### src/rtl/game_sequencer.sv
// Game-flow controller for the whack-a-mole datapath: IDLE -> countdown -> play -> over.
// Owns the phase timer, the per-game score and the session high score, and drives the display mux.
module game_sequencer #(
  parameter int COUNTDOWN_SEC = 5,
  parameter int GAME_SEC      = 30,
  parameter int SCORE_W       = 8
) (
  input  logic               clk,
  input  logic               reset,
  input  logic               tick_1hz,
  input  logic               start,
  input  logic               hit,
  output logic [1:0]         phase,
  output logic [5:0]         seconds_left,
  output logic [SCORE_W-1:0] score,
  output logic [SCORE_W-1:0] high_score,
  output logic               mole_en,
  output logic [SCORE_W-1:0] disp_value,
  output logic               game_done
);

  typedef enum logic [1:0] {
    IDLE      = 2'd0,
    COUNTDOWN = 2'd1,
    PLAY      = 2'd2,
    OVER      = 2'd3
  } phase_t;

  localparam logic [5:0] CD_LOAD   = 6'(COUNTDOWN_SEC);
  localparam logic [5:0] GAME_LOAD = 6'(GAME_SEC);

  function automatic logic [SCORE_W-1:0] sat_inc(input logic [SCORE_W-1:0] v);
    return (&v) ? v : v + SCORE_W'(1);
  endfunction

  phase_t             state, state_nxt;
  logic [5:0]         secs_nxt;
  logic [SCORE_W-1:0] score_nxt, high_nxt, score_hit;
  logic               done_nxt;
  logic               start_q, hit_q;
  logic               start_edge, hit_edge;

  assign start_edge = start & ~start_q;
  assign hit_edge   = hit & ~hit_q;
  assign score_hit  = hit_edge ? sat_inc(score) : score;

  // Edge registers power up high so a button held through reset never fires.
  always_ff @(posedge clk or posedge reset) begin
    if (reset) begin
      state        <= IDLE;
      seconds_left <= '0;
      score        <= '0;
      high_score   <= '0;
      game_done    <= 1'b0;
      start_q      <= 1'b1;
      hit_q        <= 1'b1;
    end else begin
      state        <= state_nxt;
      seconds_left <= secs_nxt;
      score        <= score_nxt;
      high_score   <= high_nxt;
      game_done    <= done_nxt;
      start_q      <= start;
      hit_q        <= hit;
    end
  end

  always_comb begin
    state_nxt = state;
    secs_nxt  = seconds_left;
    score_nxt = score;
    high_nxt  = high_score;
    done_nxt  = 1'b0;
    case (state)
      IDLE, OVER: begin
        // A start here reloads outright; a coincident tick is deliberately not applied.
        if (start_edge) begin
          state_nxt = COUNTDOWN;
          secs_nxt  = CD_LOAD;
          score_nxt = '0;
        end
      end
      COUNTDOWN: begin
        if (tick_1hz) begin
          if (seconds_left == 6'd1) begin
            state_nxt = PLAY;
            secs_nxt  = GAME_LOAD;
          end else begin
            secs_nxt = seconds_left - 6'd1;
          end
        end
      end
      PLAY: begin
        score_nxt = score_hit;
        if (tick_1hz) begin
          if (seconds_left == 6'd1) begin
            state_nxt = OVER;
            secs_nxt  = '0;
            done_nxt  = 1'b1;
            high_nxt  = (score_hit > high_score) ? score_hit : high_score;
          end else begin
            secs_nxt = seconds_left - 6'd1;
          end
        end
      end
      default: state_nxt = IDLE;
    endcase
  end

  assign phase   = state;
  assign mole_en = (state == PLAY);

  always_comb begin
    case (state)
      IDLE:      disp_value = high_score;
      COUNTDOWN: disp_value = SCORE_W'(seconds_left);
      default:   disp_value = score;
    endcase
  end

endmodule

### config.mk
export PLATFORM = sky130hd
export DESIGN_NAME = game_sequencer
export DESIGN_NICKNAME = d
export VERILOG_FILES = /design/src/rtl/game_sequencer.sv
export SDC_FILE = /design/constraint.sdc
export NUM_CORES = 1
export LEC_CHECK = 0
export BUFFER_PORTS_ARGS = -buffer_cell sky130_fd_sc_hd__buf_4
export CAP_MARGIN = 20
export CORE_ASPECT_RATIO = 1.2
export CORE_UTILIZATION = 30
export CTS_CLUSTER_SIZE = 16
export DETAILED_ROUTE_END_ITERATION = 10
export PLACE_DENSITY = 0.52
export REMOVE_ABC_BUFFERS = 1
export SYNTH_ARGS = -nofsm -noshare
export SYNTH_HDL_FRONTEND = slang
export SYNTH_SLANG_ARGS = --single-unit
### constraint.sdc
create_clock -name clk -period 7.47 [get_ports clk]
set_input_delay 0.747 -clock clk [delete_from_list [all_inputs] [get_ports clk]]
set_output_delay 0.747 -clock clk [all_outputs]
set_load 0.01 [all_outputs]
==> results.py, run 1 <==
metrics = {
    "sta": {
        "fin_crit_ns": 3.25,
        "relSlewSlack_pct": 59.4,
        "skew_ns": 0.0142,
        "tns_ns": 0,
        "fin_ws_ns": 4.22,
        "max_freq_ghz": 0.308,
        "tightestPinTransition_ns": 0.605,
        "maxSlewViolCount": 0,
        "grt_setup_unrepaired": "no",
        "setup_viol": 0,
        "finalHoldViolations": 0,
        "fin_crit_sh_pct": 43.4,
    },
    "worst_setup_path": {
        "end_kind": "flip-flop",
        "cp_max_fo": 7,
        "r2r_setup_slack_ns": 4.22,
        "crit_family": "compound AO/OA/AOI/OAI gates",
        "crit_slowest_cell": "dfrtp_1",
        "r2r_end": "high_score[1]",
        "arrival_ns": 3.43,
        "crit_path_cell_trace": "ha_1 -> nand4_1 -> o21ai_1 -> mux2_2 -> ha_1 -> and3_1 -> a221oi_1 -> o21ai_2 -> nand2_4 -> mux2_4",
        "cpPeakStageDelay_ns": 0.52,
        "critPathLaunchType": "flip-flop",
        "r2r-start": "score[0]",
        "cp.buffers_inverters": 0,
        "crit_type": "reg2reg",
        "cpMostUsedCell": "ha_1",
        "worstPathRequired_ns": 7.65,
        "r2r_cells": 10,
    },
    "route": {
        "drc": 0,
        "vias_per_cell": 5.21,
        "drt_iter0_drc": 82,
        "wl_per_cell_um": 15.7,
        "num_vias": 1620,
        "ant_nets": 0,
        "firstDrtPassIters": 4,
        "routed_wl_mm": 4.88,
    },
    "die": {
        "row_count": 30,
        "fp.dieArea_um2": 6460,
        "initial_core_util_pct": 31.9,
        "fp.dieH_um": 87.8,
        "coreArea_um2": 5780,
        "io_pins": 39,
        "die_w_um": 73.5,
    },
    "layout": {
        "nFillCells": 616,
        "final_cells": 311,
        "n_antenna_cell": 0,
        "layout-drive-gt1-share_pct": 27.7,
        "fin_util_pct": 39.1,
        "design_area_um2": 2260,
        "fin_nets": 252,
        "area_delta_synth_final_pct": 22.7,
    },
    "clock_network": {
        "cts_made_buffers": 3,
        "clockRootBuffer": "clkbuf_8",
        "postCtsSetupBuffers": 0,
        "cts-resized-gates": 0,
        "cts.sinks": 27,
        "htree_levels": 1,
        "clk_pin_slew_ns": 0.11,
        "cts_tree": "done",
        "cts.path.max_buffers": 2,
        "postCtsHoldBufs": 0,
        "clk_latency_ns": 0.28,
    },
    "grt": {
        "track_usage_pct": 16.4,
        "grt_max_degree": 28,
        "grt_pass1_vias": 1544,
        "grt_overflow": 0,
        "grt_pass1_wl_mm": 8.15,
        "antenna_found_initial": 0,
    },
    "placed_design": {
        "placement.io_buffers": 38,
        "dp_hpwl_mm": 3.68,
        "post_dp_cell_area_um2": 2210,
        "globalplace.congestion": 0.805,
        "dp_cells": 307,
        "place_ws_ns": 4.23,
    },
    "pwr": {
        "p_seq_share_pct": 31.2,
        "intPower_mw": 0.360,
        "p_sw_share_pct": 47.6,
        "ir_worst_vdd_mv": 0.187,
        "pwr-share-comb_pct": 56.2,
        "p_sw_mw": 0.328,
        "leakagePower_nw": 1.12,
        "p_clk_share_pct": 12.6,
        "p_per_area_nw_per_um2": 304,
    },
    "run_status": {
        "status": "completed",
    },
    "run": {
        "cap_violations": 0,
    },
    "yosys": {
        "synth_area_leader_cell": "dfrtp_1",
        "synthTopCellsByCount": "dfrtp_1 (25), nand2_1 (22), inv_1 (18)",
        "synth.top_cell.area_share_pct": 34.0,
        "syn_area_per_cell_um2": 9.54,
        "yosysMostFrequentCell": "dfrtp_1",
        "ys_top_cells_by_area": "dfrtp_1 (34%), ha_1 (10%), mux2_4 (5.7%), nand2_1 (4.5%), inv_1 (3.7%)",
        "synth_cell_types": 48,
        "syn_inst": 193,
        "synth_edf_count": 0,
        "yosysSeqAreaShare_pct": 36.8,
        "synth-seq-cells": 27,
        "yosys_warnings": 0,
        "syn_area_um2": 1840,
        "synth_ff_type": "dfrtp_1",
        "synth_async_sr_flop_share_pct": 100,
    },
    "worst_hold_path": {
        "holdCritPathClass": "in2async",
    },
}
-- area by class of cell --
class                           instances  area (um2)  area share (%)
Timing Repair Buffer                   39         293            13.0
Multi-Input combinational cell        143        1070            47.6
Clock inverter                          1        5.00           0.221
Tap cell                               80         100            4.43
Sequential cell                        27         678            30.0
Inverter                               18        67.6            2.99
Clock buffer                            3        41.3            1.83
-- layer usage --
metal  part of all wire, %  vias to the layer above  GRT usage [%]
li1                      -                      785              -
met1                    47                      789           22.8
met2                    47                       44           27.0
met3                   5.0                        2           3.34
met4                  0.35                        0           2.10
met5                     0                        -              0
-- layout by cell type (no fill, tap or decap), drive strengths merged, types with 2 or more instances in the layout --
cell,count
nor2,14
a22o,5
dfrtp,25
nand2,24
clkbuf,3
nor3,3
a32o,4
o21a,2
o31ai,3
a21oi,7
dfstp,2
nand2b,2
nand3,3
buf,39
a31oi,3
a22oi,6
inv,18
a21o,6
o21ai,12
ha,15
nand4,4
mux2,11
-- worst max path at each step --
| stage | cells after the start | to | slack [ns] | from |
|---|---|---|---|---|
| 6_report | 10 | high_score[1] | 4.22 | score[0] |
| 5_1_grt | 10 | high_score[6] | 4.02 | score[0] |
| 4_1_cts | 10 | high_score[3] | 4.21 | score[0] |
| 3_5_place_dp | 10 | high_score[3] | 4.23 | score[0] |
| 3_3_place_gp | 10 | high_score[6] | 4.27 | score[0] |
| 2_1_floorplan | 10 | high_score[2] | 4.58 | score[0] |
-- power groups by stage --
stage / Clock (mW) / Combinational, mW / Sequential [mW]
floorplan: 0 / 0.250 / 0.216
detailed placement: 0 / 0.385 / 0.217
global route: 0.0972 / 0.437 / 0.220
finish: 0.0868 / 0.386 / 0.214
global placement: 0 / 0.386 / 0.218
CTS: 0.0913 / 0.388 / 0.214
-- sequential cells by signal (all words and copies together), names as in the netlist --
| signal | cells |
|---|---|
| seconds_left | 6 |
| hit_q | 1 |
| start_q | 1 |
| score | 8 |
| phase | 2 |
| game_done | 1 |
| high_score | 8 |
-- stage by stage --
stage / hold WS (ns) / total power [mW]
floorplan: 0.573 / 0.465
global placement: 0.554 / 0.604
detailed placement: 0.553 / 0.602
CTS: 0.532 / 0.693
global route: 0.545 / 0.754
finish: 0.516 / 0.688
-- worst min-delay path, delay by kind of cell --
| kind | cells | cell delay, ns |
|---|---|---|
| buf+inv | 3 | 0.47 |
-- logic make-up after synthesis --
kind of cell	share of synthesized area [%]
mux	8.70
fa+ha+maj	10.2
simple gates	16.4
xor+xnor	0.951
compound gates	22.1
buf+inv	4.82
flops	36.8
Power figures use the tool's default switching activity.
==> run 2, diff against run 1 <==
PLACE_DENSITY = 0.54   (was 0.52)
clock period = 2.95 ns   (was 7.47 ns; I/O delays follow)
==> run 2 against run 1 <==
Compared with the run above:
- core utilization is 2.3 points higher
- via count up 1.5%
- non-clock buffer count grew 14
- clock-buffer cell count did not move
- critical endpoint is now high_score[4]
==> results.py, run 2 (synthesized netlist as in run 1, its figures left out) <==
metrics = {
    "grt": {
        "grt_pass1_wl_mm": 8.29,
        "grt_pass1_vias": 1663,
        "grt_max_degree": 16,
        "grt_util_met1_pct": 23.2,
        "track_usage_pct": 16.8,
        "gr-usage-met2_pct": 27.8,
        "grt_overflow": 0,
        "busiest_layer": "met2",
        "grtUsageMet3_pct": 1.84,
        "antenna_found_initial": 0,
    },
    "pwr": {
        "ir_worst_vdd_mv": 0.516,
        "p_per_area_nw_per_um2": 743,
        "leakagePower_nw": 1.20,
    },
    "worst_setup_path": {
        "r2r_end": "high_score[4]",
        "r2r_setup_slack_ns": 0.15,
        "crit_type": "reg2reg",
        "r2r-start": "score[1]",
        "end_kind": "flip-flop",
        "crit_path_start": "score[1]",
        "crit_slowest_cell": "mux2_2",
        "worstPathRequired_ns": 3.12,
        "cp_max_fo": 7,
        "critPathLaunchType": "flip-flop",
        "arrival_ns": 2.97,
        "cp-endpoint": "high_score[4]",
        "cpPeakStageDelay_ns": 0.38,
        "r2r_cells": 10,
        "crit_path_cell_trace": "ha_1 -> nand4_1 -> o21ai_2 -> mux2_2 -> ha_1 -> and3_1 -> a221oi_2 -> o21ai_2 -> nand2_4 -> mux2_4",
    },
    "sta": {
        "hold-worst-slack_ns": 0.108,
        "fin_crit_ns": 2.80,
        "fin_ws_ns": 0.153,
        "skew_ns": 0.00524,
        "relSlewSlack_pct": 55.4,
        "tns_ns": 0,
        "fin_crit_sh_pct": 94.8,
        "setup_viol": 0,
        "max_freq_ghz": 0.358,
        "tightestPinTransition_ns": 0.668,
        "finalHoldViolations": 0,
        "maxSlewViolCount": 0,
    },
    "die": {
        "row_count": 30,
        "fp.dieArea_um2": 6460,
        "fp.dieH_um": 87.8,
        "initial_core_util_pct": 31.9,
        "die_w_um": 73.5,
        "coreArea_um2": 5780,
        "io_pins": 39,
    },
    "clock_network": {
        "clockRootBuffer": "clkbuf_8",
        "cts_tree": "done",
        "clk_latency_ns": 0.27,
        "cts.sinks": 27,
        "cts_made_buffers": 3,
        "htree_levels": 1,
        "cts.path.max_buffers": 2,
        "clk_pin_slew_ns": 0.10,
        "postCtsHoldBufs": 0,
    },
    "placed_design": {
        "post_dp_cell_area_um2": 2330,
        "place_ws_ns": 0.0736,
        "globalplace.congestion": 0.816,
        "placement.io_buffers": 38,
        "dp_hpwl_mm": 3.86,
    },
    "worst_hold_path": {
        "holdCritPathClass": "in2async",
    },
    "route": {
        "routed_wl_mm": 4.95,
        "firstDrtPassIters": 4,
        "drc": 0,
        "drt_iter0_drc": 73,
        "ant_nets": 0,
        "vias_per_cell": 5.06,
        "wl_per_cell_um": 15.2,
        "num_vias": 1645,
    },
    "layout": {
        "fin_util_pct": 41.4,
        "reg_top3": "high_score: 8 flops, score: 8 flops, seconds_left: 6 flops",
        "design_area_um2": 2390,
        "nFillCells": 610,
        "layout.area.seq_um2": 678,
        "layout_common_cells": "buf_4 (52), dfrtp_1 (25), nand2_1 (22), inv_1 (18), ha_1 (15)",
        "n_antenna_cell": 0,
        "multi_input_area_um2": 1080,
        "fin_nets": 266,
        "area_delta_synth_final_pct": 30.0,
        "layout-drive-gt1-share_pct": 32.7,
        "layout_commonest_cell": "buf_4",
    },
    "run_status": {
        "status": "completed",
    },
    "run": {
        "cap_violations": 0,
    },
}
-- run 2: metrics by stage --
step / power, mW / instances
after floorplan: 1.18 / 188
after global placement: 1.55 / 319
after detailed placement: 1.56 / 320
after CTS: 1.79 / 324
after global routing: 1.95 / 325
final: 1.78 / 325
-- run 2: power breakdown --
part,switching [mW],internal (mW)
clock,0.122,0.0948
sequential,0.0934,0.437
combinational,0.624,0.409
total,0.839,0.941
-- run 2: cell type report --
class / instances / share of cell area, %
flip-flops and latches: 27 / 28.3
well taps: 80 / 4.18
repair buffers: 53 / 17.5
clock inverters: 1 / 0.209
multi-input cells: 143 / 45.3
inverters: 18 / 2.82
clock buffers: 3 / 1.72
-- run 2: what timing repair did --
item | CTS | global route
setup buffers | 0 | 1
endpoints found under the hold margin | 0 | 0
resized for setup | 0 | 3
endpoints found under the setup margin | 0 | 7
-- run 2: how the worst min path moves through the flow --
stage                 endpoint  cells after the start
2_1_floorplan            hit_q                      0
3_3_place_gp           start_q                      1
3_5_place_dp           start_q                      1
4_1_cts        seconds_left[0]                      2
5_1_grt                start_q                      1
6_report       seconds_left[0]                      2
-- run 2: routing by layer --
metal  up-vias  share of wire [%]
met5         -                  0
met4         0               0.99
met3         4                3.7
met2        43                 48
met1       782                 47
li1        816                  -
-- run 2: worst max-delay path: cells and delay by family (launching register included) --
kind,cells,cell delay (ns)
flip-flops,1,0.36
multiplexers,2,0.69
adder cells (fa/ha/maj),2,0.48
AND/OR/NAND/NOR,3,0.54
AO/OA/AOI/OAI,3,0.62
